==> config.mk <==
export PLATFORM = sky130hd
export DESIGN_NAME = interrupt_controller12
export DESIGN_NICKNAME = d
export VERILOG_FILES = /design/src/rtl/processor12_pkg.sv /design/src/rtl/interrupt_controller12_irq_sync.sv /design/src/rtl/interrupt_controller12.sv
export SDC_FILE = /design/constraint.sdc
export NUM_CORES = 1
export LEC_CHECK = 0
export CORE_AREA = 2 2 92 94
export DETAILED_ROUTE_END_ITERATION = 8
export DIE_AREA = 0 0 94 96
export GPL_TIMING_DRIVEN = 0
export MAX_ROUTING_LAYER = met4
export PLACE_DENSITY = 0.82
export SYNTH_ARGS = -nofsm -noshare
export SYNTH_HDL_FRONTEND = slang
export SYNTH_SLANG_ARGS = --single-unit
==> constraint.sdc <==
create_clock -name clk -period 5.5 [get_ports clk]
set_clock_uncertainty 0.1 [all_clocks]
set_input_delay 1.1 -clock clk [delete_from_list [all_inputs] [get_ports clk]]
set_output_delay 1.1 -clock clk [all_outputs]
set_load 0.05 [all_outputs]
==> src/rtl/processor12_pkg.sv <==
// Shared definitions for the 12-bit processor's peripherals: register offsets,
// interrupt source limit, controller state encoding and a priority helper.
package processor12_pkg;

  localparam int IRQ_MAX_SRC = 12;

  localparam logic [2:0] OFF_PEND    = 3'd0;
  localparam logic [2:0] OFF_MASK    = 3'd1;
  localparam logic [2:0] OFF_EDGE    = 3'd2;
  localparam logic [2:0] OFF_CUR     = 3'd3;
  localparam logic [2:0] OFF_EOI     = 3'd4;
  localparam logic [2:0] OFF_VBASE_L = 3'd5;
  localparam logic [2:0] OFF_VBASE_H = 3'd6;

  typedef enum logic {
    IDLE   = 1'b0,
    ACTIVE = 1'b1
  } irq_state_t;

  // Index of the lowest set bit; 0 when nothing is set.
  function automatic logic [3:0] lowest_index(input logic [IRQ_MAX_SRC-1:0] v);
    lowest_index = '0;
    for (int i = IRQ_MAX_SRC - 1; i >= 0; i--) begin
      if (v[i]) lowest_index = 4'(i);
    end
  endfunction

endpackage

==> src/rtl/interrupt_controller12_irq_sync.sv <==
// Per-source two-flop synchroniser with an edge-history flop; reports the
// synchronised level and a one-cycle rising-edge strobe.
module irq_sync (
  input  logic clk,
  input  logic rst,
  input  logic src,
  output logic level,
  output logic rise
);

  logic meta;
  logic sync;
  logic hist;

  // NOTE: flops use non-blocking assignments so every stage samples the
  // previous value of its neighbour, giving a true three-stage shift.
  always_ff @(posedge clk or negedge rst) begin
    if (!rst) begin
      meta <= 1'b0;
      sync <= 1'b0;
      hist <= 1'b0;
    end else begin
      meta <= src;
      sync <= meta;
      hist <= sync;
    end
  end

  assign level = sync;
  assign rise  = sync & ~hist;

endmodule

==> src/rtl/interrupt_controller12.sv <==
// Memory-mapped interrupt controller: pending/mask/edge registers, lowest-index
// priority selection, in-service tracking until EOI and a registered read port.
module interrupt_controller12
  import processor12_pkg::*;
#(
  parameter int          NUM_SRC   = 8,
  parameter logic [23:0] BASE_ADDR = 24'o77777770
) (
  input  logic               clk,
  input  logic               rst,
  input  logic [NUM_SRC-1:0] src,
  input  logic [23:0]        address,
  input  logic [11:0]        wr_data,
  input  logic               mem_write,
  output logic [11:0]        rd_data,
  output logic               rd_hit,
  output logic [23:0]        irq
);

  localparam logic [12:0] ONE13 = 13'd1;
  localparam logic [11:0] VALID = 12'((ONE13 << NUM_SRC) - ONE13);

  logic [11:0] lvl;
  logic [11:0] rise;

  for (genvar i = 0; i < IRQ_MAX_SRC; i++) begin : g_src
    if (i < NUM_SRC) begin : g_used
      irq_sync u_sync (
        .clk   (clk),
        .rst   (rst),
        .src   (src[i]),
        .level (lvl[i]),
        .rise  (rise[i])
      );
    end else begin : g_unused
      assign lvl[i]  = 1'b0;
      assign rise[i] = 1'b0;
    end
  end

  irq_state_t  state;
  logic [11:0] pend;
  logic [11:0] mask;
  logic [11:0] edge_mode;
  logic [11:0] vbase_l;
  logic [11:0] vbase_h;
  logic [3:0]  cur_idx;

  logic        in_window;
  logic [2:0]  off;
  logic        wr_en;
  logic [11:0] cand;
  logic        take_req;
  logic [3:0]  win;
  logic [11:0] w1c;
  logic [11:0] take_bit;
  logic [11:0] pend_next;
  logic [11:0] rd_next;

  assign in_window = (address[23:3] == BASE_ADDR[23:3]);
  assign off       = address[2:0];
  assign wr_en     = mem_write & in_window;
  assign cand      = pend & mask;
  assign take_req  = (state == IDLE) && (cand != '0);
  assign win       = lowest_index(cand);

  // NOTE: every signal assigned here gets a default first, so no path through
  // the block can leave one unassigned and infer a latch.
  always_comb begin
    w1c      = '0;
    take_bit = '0;
    if (wr_en && off == OFF_PEND) w1c = wr_data & VALID;
    if (take_req) take_bit = 12'(12'd1 << win);
    // A rising edge beats both the W1C write and the take into service.
    pend_next = ((((pend & ~w1c & ~take_bit) | rise) & edge_mode) |
                 (lvl & ~edge_mode)) & VALID;
  end

  always_comb begin
    rd_next = '0;
    if (in_window) begin
      case (off)
        OFF_PEND:    rd_next = pend;
        OFF_MASK:    rd_next = mask;
        OFF_EDGE:    rd_next = edge_mode;
        OFF_CUR:     rd_next = {state == ACTIVE, 7'd0, cur_idx};
        OFF_VBASE_L: rd_next = vbase_l;
        OFF_VBASE_H: rd_next = vbase_h;
        default:     rd_next = '0;
      endcase
    end
  end

  always_ff @(posedge clk or negedge rst) begin
    if (!rst) begin
      state     <= IDLE;
      pend      <= '0;
      mask      <= '0;
      edge_mode <= '0;
      vbase_l   <= '0;
      vbase_h   <= '0;
      cur_idx   <= '0;
      rd_data   <= '0;
      rd_hit    <= 1'b0;
    end else begin
      pend    <= pend_next;
      rd_data <= rd_next;
      rd_hit  <= in_window;

      case (state)
        IDLE: begin
          if (take_req) begin
            state   <= ACTIVE;
            cur_idx <= win;
          end
        end
        ACTIVE: begin
          if (wr_en && off == OFF_EOI) state <= IDLE;
        end
        default: state <= IDLE;
      endcase

      if (wr_en) begin
        case (off)
          OFF_MASK:    mask      <= wr_data & VALID;
          OFF_EDGE:    edge_mode <= wr_data & VALID;
          OFF_VBASE_L: vbase_l   <= wr_data;
          OFF_VBASE_H: vbase_h   <= wr_data;
          default:     ;
        endcase
      end
    end
  end

  // Derived only from registers, so an asynchronous reset clears it at once.
  assign irq = (state == ACTIVE) ? ({vbase_h, vbase_l} + {18'd0, cur_idx, 2'b00}) : 24'd0;

endmodule
==> results of run 1 <==
==> worst paths after layout <==
kind,cells past startpoint,endpoint
worst min register to register,0,g_src[5].g_used.u_sync.level
worst min-delay path,0,g_src[5].g_used.u_sync.level
max in group asynchronous,2,pend[5]
worst max-delay path,8,irq[15]
worst max register to register,4,state
min in group asynchronous,1,vbase_l[1]
==> cells in the final DEF (no fill, tap or decap), drive strengths merged, types with 2 or more instances in the layout <==
cell,synthesis,routed
clkbuf,8,17
xnor2,9,9
a21oi,20,20
o21ai,7,7
mux2,42,42
nor4,4,4
a22oi,6,6
nand2,41,41
nor2,32,32
nand3b,2,2
and2,7,7
or2,2,2
clkdlybuf4s50,0,80
ha,3,3
a221oi,11,11
inv,3,4
clkinvlp,0,2
mux2i,8,8
and3,4,4
a32o,2,2
clkinv,0,4
a31oi,4,4
or3,4,4
xor2,5,5
dfrtp,89,89
a211oi,3,3
nor3b,2,2
o22a,2,2
nand3,6,6
buf,10,12
a21o,6,6
nor2b,3,3
nand4,12,12
and4,3,3
a22o,7,7
nor3,11,11
==> cell families after synthesis <==
group	Yosys count	synth area share
buffers and inverters	21	0.0215
adders and majority gates	4	0.0134
DFF	89	0.518
AOI/OAI and AO/OA	71	0.114
and+or+nand+nor	137	0.170
xor gates and xnor gates	14	0.0285
muxes	51	0.134
==> state kept, by name, summed over array words and instances, names as in the netlist <==
signal                     flops
vbase_l                       12
rd_data                       12
g_src.g_used.u_sync.level      8
cur_idx                        3
rd_hit                         1
g_src.g_used.u_sync.meta       8
edge_mode                      8
pend                           8
g_src.g_used.u_sync.hist       8
mask                           8
state                          1
vbase_h                       12
==> where the power goes <==
group | switching (mW) | internal, mW
clock network | 0.246 | 0.167
registers | 0.00706 | 0.666
logic | 0.0410 | 0.0402
total | 0.294 | 0.873
==> metrics by stage <==
| stage | power [mW] | instances | hold slack [ns] | util | worst slack, ns |
|---|---|---|---|---|---|
| after global routing | 1.21 | 590 | 0.262 | 0.676 | 0.926 |
| after CTS | 1.18 | 590 | 0.256 | 0.676 | 1.15 |
| after floorplan | 0.705 | 387 | 0.231 | - | 1.78 |
| after detailed placement | 0.767 | 574 | 0.235 | 0.654 | 1.57 |
| after global placement | 0.762 | 573 | 0.232 | 0.651 | 0.158 |
| final | 1.17 | 590 | 0.255 | 0.676 | 1.16 |
==> layout make-up <==
type                       count  area share
buffer                        18      0.0149
clock buffer                   9      0.0228
clock inverter                 7      0.0101
inverter                       3     0.00207
multi-input combinational    277       0.363
sequential                    89       0.409
tap                          105      0.0241
timing repair buffer          82       0.154
==> per-layer routing <==
layer | GRT usage | vias up | wire length, um | part of all wire
met4 | 0.104 | 0 | 224 | 0.021
met5 | - | - | 0 | 0
met2 | 0.440 | 116 | 5390 | 0.50
li1 | - | 1609 | - | -
met3 | 0.0345 | 17 | 556 | 0.052
met1 | 0.330 | 1715 | 4550 | 0.42
==> summary.md, run 1 <==
| Metric | Value |
|---|---|
| CTS tree | built |
| Fin. Hold Viols | 0 |
| Area of the multi-input gates | 0.00198 mm^2 |
| Vias | 3,457 |
| CP Cell Sequence | ha_1 > a21o_1 > a21oi_1 > clkbuf_1 > nor4b_1 > xnor2_1 > nor2_1 > clkdlybuf4s50_1 |
| Synthesized cell area | 0.00430 mm^2 |
| Min-delay worst type | register to register |
| CP max stage cell | clkdlybuf4s50_1 |
| List of most frequent post-synthesis cells | dfrtp_1, nand2_1, nor2_1, mux2_1 |
| Total track usage | 0.264 |
| Floorplan core area | 0.00805 mm^2 |
| Crit share post-route | 0.789 |
| RSZ-0062 raised after global routing | false |
| Drt total wl | 10.7 mm |
| Yosys warnings | 0 |
| Die area | 0.00902 mm^2 |
| Drt drc | 0 |
| Dpl hpwl | 7.93 mm |
| Status | finished clean |
| Worst EP required | 4.30 ns |
| Ys async rst share | 1.00 |
| DRT iter0 DRCs | 273 |
| I/O pin cnt | 84 |
| Yosys top cell by area | dfrtp_1 |
| Global-route wire length before repair | 17.5 mm |
| Maximum VDD drop | 168 uV |
| CTS H-tree lvls | 3 |
| Syn nets | 438 |
| Family with the most delay on the worst path | buffers and inverters |
| Startpoint types | register |
| # fillers | 618 |
| Slowest stage delay, CP | 0.81 ns |
| Synth Area per Inst | 11.1 um^2 |
| Rel. slew slack | 0.551 |
| Vias per cell | 5.86 |
| Placed instance area | 0.00527 mm^2 |
| Post-synthesis register bit count | 89 |
| Top cell type's share of synthesized area | 0.518 |
| Die Y | 96 um |
| Hold Crit Start | g_src[5].g_used.u_sync.meta |
| # clock sinks | 89 |
| Slew @ Worst Pin | 0.673 ns |
| Number of cell rows | 33 |
| Hold Buf Count CTS | 0 |
| Clock root buffer | clkbuf_8 |
| P&R area growth vs syn | 26.7% |
| Grt total ovfl | 0 |
| Worst endpoint data arrival time | 3.14 ns |
| Post-layout net count | 531 |
| Main synth FF type | dfrtp_1 |
| Total setup buffers inserted after CTS | 0 |
| RD Place Congestion | 0.925 |
| Synth area leaders | dfrtp_1, mux2_1, mux2_2 |
| Port-buffer cells | 81 |
| CP endpoint kind | output port |
| Reg clk slew, reported paths | 0.09 ns |
| CP Class | register to output port |
| R2R setup slack | 3.78 ns |
| Max clock buf depth | 2 |
| Total of max-cap violations | 0 |
| Initial antenna violation count | 0 |
| Static leakage | 2.43 nW |
| Fmax | 230 MHz |
| Crit path buf inv count | 2 |
| Final antenna-violating net count | 0 |
| Worst r2r src | mask[5] |
| Initial Util | 0.534 |
| Die X | 94 um |
| Pwr dens | 214 mW/mm^2 |
| Share of post-route cells with drive strength above 1 | 0.115 |
| TNS Setup | 0 ns |
| Distinct cells, synth | 50 |
| DRT Pass-1 Iters | 6 |
| Post-route cell area | 0.00544 mm^2 |
| CTS Buf Count | 9 |
| # setup viols final | 0 |
| EDFF count, synth | 0 |
| Vias in the first global route | 3,512 |
| Critical Path Source | cur_idx[1] |
| Clock period minus worst slack | 4.34 ns |
| Sequential area share after synthesis | 0.518 |
| Register area | 0.00223 mm^2 |
| Diodes inserted | 0 |
| Max Slew Vio Count | 0 |
| Most common cell in the netlist | dfrtp_1 |
| Wirelength per Cell | 18.2 um |
| Largest net degree at the start of global routing | 77 |
| Skew-Pair Late Insertion Delay | 0.37 ns |
| Crit-path max FO | 10 |
| Gates resized, CTS repair | 0 |
| Cell count after synthesis | 387 |
No activity file was read; power rests on OpenSTA's default activity.
==> inputs of run 2 (changes only) <==
- CORE_AREA: 2 2 92 94 -> 2 2 99 101
- DIE_AREA: 0 0 94 96 -> 0 0 101 103
- PLACE_DENSITY: 0.82 -> 0.75
- clock period: 5.5 -> 3.5 ns (I/O delays scaled with it)
==> summary.md, run 2 (synthesized netlist as in run 1, its figures left out) <==
| Metric | Value |
|---|---|
| CP Class | register to output port |
| Vias in the first global route | 3,438 (-2.1%) |
| Crit-path max FO | 10 (unchanged) |
| Port-buffer cells | 81 (unchanged) |
| Diodes inserted | 0 (unchanged) |
| Pwr dens | 372 mW/mm^2 (+73%) |
| Total of max-cap violations | 0 (unchanged) |
| Reg2Reg Depth | 4 (unchanged) |
| Skew-Pair Late Insertion Delay | 0.35 ns (-0.02 ns) |
| Wirelength per Cell | 17.3 um (-4.6%) |
| Slew @ Worst Pin | 0.637 ns (-0.0361 ns) |
| Clock root buffer | clkbuf_8 |
| Initial Util | 0.454 (-0.0794) |
| Rel. slew slack | 0.575 (+0.0241) |
| DRT Pass-1 Iters | 4 (-2) |
| DRT iter0 DRCs | 165 (-40%) |
| RD Place Congestion | 0.825 (-11%) |
| P&R area growth vs syn | 27.8% |
| R2R setup slack | 1.76 ns (-2.02 ns) |
| Startpoint types | register |
| CP dominant cell by count | a21oi_1 |
| Reg clk slew, reported paths | 0.09 ns (about the same) |
| Placed instance area | 0.00528 mm^2 (+0.21%) |
| Total track usage | 0.215 (-0.0483) |
| Share of post-route cells with drive strength above 1 | 0.146 (+0.0309) |
| Floorplan core area | 0.00946 mm^2 (+17%) |
| Regs by FF count | rd_data (12), vbase_h (12), vbase_l (12) |
| Worst r2r src | pend[5] |
| Slowest stage delay, CP | 0.52 ns (-0.29 ns) |
| Vias | 3,433 (-0.69%) |
| Crit share post-route | 0.965 |
| Largest net degree at the start of global routing | 77 (unchanged) |
| Die area | 0.0104 mm^2 (+15%) |
| Worst endpoint data arrival time | 2.58 ns (-0.56 ns) |
| Clock period minus worst slack | 3.38 ns |
| CTS Buf Count | 9 (unchanged) |
| # setup viols final | 0 (unchanged) |
| Most common cell after layout, fill and taps aside | dfrtp_1 |
| Comb pwr share | 0.062 (-0.008) |
| Initial antenna violation count | 0 (unchanged) |
| Die X | 101 um (+7.4%) |
| I/O pin cnt | 84 (unchanged) |
| Hold WS | 0.0967 ns (-0.158 ns) |
| Flop pwr share | 0.517 (-0.060) |
| Clock power frac | 0.421 (+0.067) |
| CP max stage cell | clkdlybuf4s15_1 |
| Drt drc | 0 (unchanged) |
| Min-delay worst type | primary input to asynchronous set/reset pin |
| CTS tree | built |
| Grt total ovfl | 0 (unchanged) |
| Die Y | 103 um (+7.3%) |
| Post-layout net count | 531 (unchanged) |
| Status | finished clean |
| Hold Buf Count CTS | 0 (unchanged) |
| Post-route setup slack | 0.123 ns (-1.04 ns) |
| Global-route wire length before repair | 17.0 mm (-2.9%) |
| Cell-internal power | 1.61 mW (+84%) |
| CP endpoint kind | output port |
| Max Slew Vio Count | 0 (unchanged) |
| Vias per cell | 5.73 (-2.2%) |
| CTS H-tree lvls | 3 (unchanged) |
| Number of cell rows | 36 (+9.1%) |
| Setup slack at placement | 0.00731 ns (-1.56 ns) |
| Critical Path Source | cur_idx[1] |
| Max clock buf depth | 2 (unchanged) |
| Pwr Total | 2.04 mW (+75%) |
| Sw frac | 0.214 (-0.0379) |
| Worst EP required | 2.70 ns (-1.60 ns) |
| Most frequent cells in the layout | dfrtp_1, clkdlybuf4s50_1, nand2_1, nor2_1, mux2_1 |
| Sw Pwr | 0.437 mW (+49%) |
| Capture point of the worst reg-to-reg path | state |
| Post-route cell area | 0.00549 mm^2 (+0.90%) |
| Static leakage | 2.50 nW (+3.0%) |
| CP Cell Sequence | ha_1 > a21o_1 > a21oi_1 > clkbuf_2 > o21ai_0 > a21oi_1 > clkdlybuf4s15_1 |
| Drt total wl | 10.4 mm (-3.2%) |
| Fin. Hold Viols | 0 (unchanged) |
| Fmax | 296 MHz |
| Final antenna-violating net count | 0 (unchanged) |
| # fillers | 801 (+30%) |
| # clock sinks | 89 (unchanged) |
| TNS Setup | 0 ns (unchanged) |
| Critical Path End | irq[9] |
| Dpl hpwl | 7.71 mm (-2.8%) |
| Maximum VDD drop | 260 uV (+55%) |
## run 2: cell types whose count changed in the layout (fill, tap and decap cells not counted), sizes merged, moves of 2 or more
cell / delta
clkdlybuf4s50: -19
clkinv: -2
clkdlybuf4s15: +7
dlygate4sd2: +4
clkbuf: +8
bufinv: +3
## run 2: layout make-up
class                      count  area [um^2]  share of cell area
tap                          114          143              0.0260
sequential                    89         2230               0.405
clock inverter                 6          115              0.0210
multi-input combinational    277         1980               0.360
timing repair buffer          82          798               0.145
buffer                        18         82.6              0.0150
inverter                       3         11.3             0.00205
clock buffer                  10          138              0.0251
## run 2: per-layer routing
layer / vias to the layer above / part of all wire / global-route usage
met5: - / 0 / -
met4: 0 / 0.018 / 0.0603
met3: 24 / 0.045 / 0.0359
met2: 111 / 0.50 / 0.362
met1: 1703 / 0.44 / 0.272
li1: 1595 / - / -
## run 2: stage by stage
stage	instances	util
after floorplan	387	-
after global placement	582	0.555
after detailed placement	583	0.558
after CTS	599	0.584
after global routing	599	0.581
final	599	0.581
## run 2: timing repair
action / CTS / global route
endpoints found under the setup margin: 19 / 14
setup buffers: 0 / 0
pin swaps: 0 / 0
resized for setup: 37 / 16
## run 2: worst max-delay path: cells and delay by family (launching register included)
family                     cells  cell delay (ns)
DFF                            1             0.46
AOI/OAI and AO/OA              4             0.67
buffers and inverters          2             0.81
adders and majority gates      1             0.30
## run 2: power by group through the flow
stage	registers [mW]	logic, mW	clock network, mW
3_5_place_dp	1.08	0.127	0
3_3_place_gp	1.08	0.120	0
4_1_cts	1.06	0.127	0.877
2_1_floorplan	1.07	0.0341	0
6_report	1.06	0.126	0.860
5_1_grt	1.06	0.137	0.921
## run 2: worst min path at each step
stage	startpoint	to	slack, ns	cells after the start
2_1_floorplan	g_src[0].g_used.u_sync.meta	g_src[0].g_used.u_sync.level	0.23	0
3_3_place_gp	g_src[7].g_used.u_sync.meta	g_src[7].g_used.u_sync.level	0.23	0
3_5_place_dp	g_src[7].g_used.u_sync.meta	g_src[7].g_used.u_sync.level	0.24	0
4_1_cts	rst	rd_data[8]	0.09	1
5_1_grt	rst	vbase_l[9]	0.09	1
6_report	rst	vbase_l[11]	0.1	1
==> variant: new RTL, flow settings as in run 1 <==
Make the reset (`rst`) synchronous in 2 clocked blocks. Comments in the files are not updated.
--- a/src/rtl/interrupt_controller12_irq_sync.sv
+++ b/src/rtl/interrupt_controller12_irq_sync.sv
@@ -15,5 +15,5 @@
   // NOTE: flops use non-blocking assignments so every stage samples the
   // previous value of its neighbour, giving a true three-stage shift.
-  always_ff @(posedge clk or negedge rst) begin
+  always_ff @(posedge clk) begin
     if (!rst) begin
       meta <= 1'b0;
--- a/src/rtl/interrupt_controller12.sv
+++ b/src/rtl/interrupt_controller12.sv
@@ -92,5 +92,5 @@
   end
 
-  always_ff @(posedge clk or negedge rst) begin
+  always_ff @(posedge clk) begin
     if (!rst) begin
       state     <= IDLE;
Function: differs if rst is asserted again (counterexample within 4 cycles, from zero or initial values and one cycle with rst low); with rst held inactive, the same outputs for 4 cycles.
==> variant against run 1 <==
  * Design area fell by 1.2%
  * Fmax up 0.38%
  * Sequential cell count unchanged
  * Sequential share of layout area fell by 7.8 points
  * Count of clock-buffer cells in the layout grew 1
  * Synthesized cell count rose by 24%
  * Synthesized area decreased by 1.7%
  * Wire length is 8.7% higher
  * Register-to-register slack worse by 0.14 ns
  * Total power is 4.4% higher
  * Worst setup slack improved by 0.016 ns
  * First-iteration DRC count decreased by 15%
==> variant: results (changes against run 1) <==
| Metric | Value |
|---|---|
| Syn Inst Count | `479 (was 387)` |
| Layout cells sized above 1 | `6.08% (was 11.5%)` |
| Post-synth ARST share | `0% (was 100%)` |
| Total track usage | `27.9% (was 26.4%)` |
| Syn Nets | `530 (was 438)` |
| Dpl cell area | `5170 um2 (was 5270 um2)` |
| Placed insts | `665 (was 574)` |
| Hold Startpoint | `g_src[2].g_used.u_sync.meta (was g_src[5].g_used.u_sync.meta)` |
| Outcome | `finished clean (unchanged)` |
| Worst slew margin | `48.6% (was 55.1%)` |
| CP peak stage delay | `0.84 ns (was 0.81 ns)` |
| Post_cts resized | `0 (unchanged)` |
| IO buf count | `81 (unchanged)` |
| Leak | `2.17 nW (was 2.43 nW)` |
| Top FF cell, synth | `dfxtp_1 (was dfrtp_1)` |
| Max Freq | `231 MHz (was 230 MHz)` |
| Initial DRC Count | `232 (was 273)` |
| Number of nets in the layout | `622 (was 531)` |
| Fill cells | `699 (was 618)` |
| Final hold slack | `0.335 ns (was 0.255 ns)` |
| Crit path max fanout | `5 (was 10)` |
| DRT Pass-1 Iters | `5 (was 6)` |
| First-pass GRT wire length | `18.8 mm (was 17.5 mm)` |
| Xor/xnor cell area share of the yosys netlist | `3.52% (was 2.85%)` |
| Worst hold path class | `flip-flop to flip-flop (unchanged)` |
| Post-Route WL | `11.6 mm (was 10.7 mm)` |
| Via density | `5.81 (was 5.86)` |
| Post-synthesis mux area share | `7.79% (was 13.4%)` |
| Ant diodes | `0 (unchanged)` |
| Netlist cell types | `49 (was 50)` |
| CTS Root Cell | `clkbuf_8 (unchanged)` |
| Dpl ws | `1.57 ns (about the same)` |
| Peak VDD IR | `0.000173 V (was 0.000168 V)` |
| Compound-gate portion of the synthesized area | `14.4% (was 11.4%)` |
| Clock power frac | `39.2% (was 35.4%)` |
| Vias in the first global route | `3796 (was 3512)` |
| Largest net degree at the start of global routing | `17 (was 77)` |
| R2R Setup Slk | `3.64 ns (was 3.78 ns)` |
| WL per Instance | `17.1 um (was 18.2 um)` |
| Post-synthesis adder-cell area fraction | `1.36% (was 1.34%)` |
| Synth cell count leaders | `dfxtp_1, and2_1, nand2_1, nand3_1, mux2i_1 (was dfrtp_1, nand2_1, nor2_1, mux2_1)` |
| Sequential cell area fraction in the yosys report | `42.2% (was 51.8%)` |
| Ranking of synthesized cells by area | `dfxtp_1, and2_1, mux2i_1 (was dfrtp_1, mux2_1, mux2_2)` |
| Worst R2R Start | `state (was mask[5])` |
| P_sw | `0.294 mW (about the same)` |
-- variant: cell types whose count changed in the layout (fill, tap and decap cells not counted), moves of 7 or more --
cell      change
a21oi_1       -7
mux2i_1      +17
nor2b_1      +19
dfrtp_1      -89
mux2_2       -17
clkbuf_1      +8
o21ai_0      +17
mux2_1       -22
and2_1       +41
nor2_1        -8
nand3_1      +25
dfxtp_1      +89
-- variant: power by group through the flow --
stage | clock network [mW] | logic, mW | registers [mW]
final | 0.478 | 0.0846 | 0.656
after global placement | 0 | 0.0827 | 0.670
after floorplan | 0 | 0.0359 | 0.670
after global routing | 0.508 | 0.0921 | 0.657
after CTS | 0.485 | 0.0845 | 0.656
after detailed placement | 0 | 0.0840 | 0.671
-- variant: logic make-up after synthesis --
logic type,Yosys count
AOI/OAI and AO/OA,89
xor gates and xnor gates,17
adders and majority gates,4
buffers and inverters,35
DFF,89
muxes,30
and+or+nand+nor,215
-- variant: layer usage --
metal  vias to the layer above  global-route usage, %  wire length (um)
met5                         -                      -                 0
met4                         0                   12.3               291
met3                        21                   3.21               645
met2                       162                   46.7              5610
met1                      1881                   34.2              5100
li1                       1893                      -                 -
-- variant: final timing paths --
kind / end / depth (start not counted)
worst min register to register: g_src[2].g_used.u_sync.level / 1
worst max register to register: pend[7] / 4
worst min-delay path: g_src[2].g_used.u_sync.level / 1
worst max-delay path: irq[14] / 7
-- variant: cell type report --
cell class / count / share of cell area [%]
multi-input cells: 355 / 42.8
flip-flops and latches: 89 / 33.1
repair buffers: 81 / 15.1
clock buffers: 10 / 2.56
well taps: 105 / 2.44
plain buffers: 25 / 1.95
clock inverters: 6 / 1.35
inverters: 10 / 0.698
-- variant: worst register-to-register path: cells and delay by family (launching register included) --
kind            cells  cell delay (ns)
simple gates        1             0.25
flops               1             0.42
compound gates      3             0.99
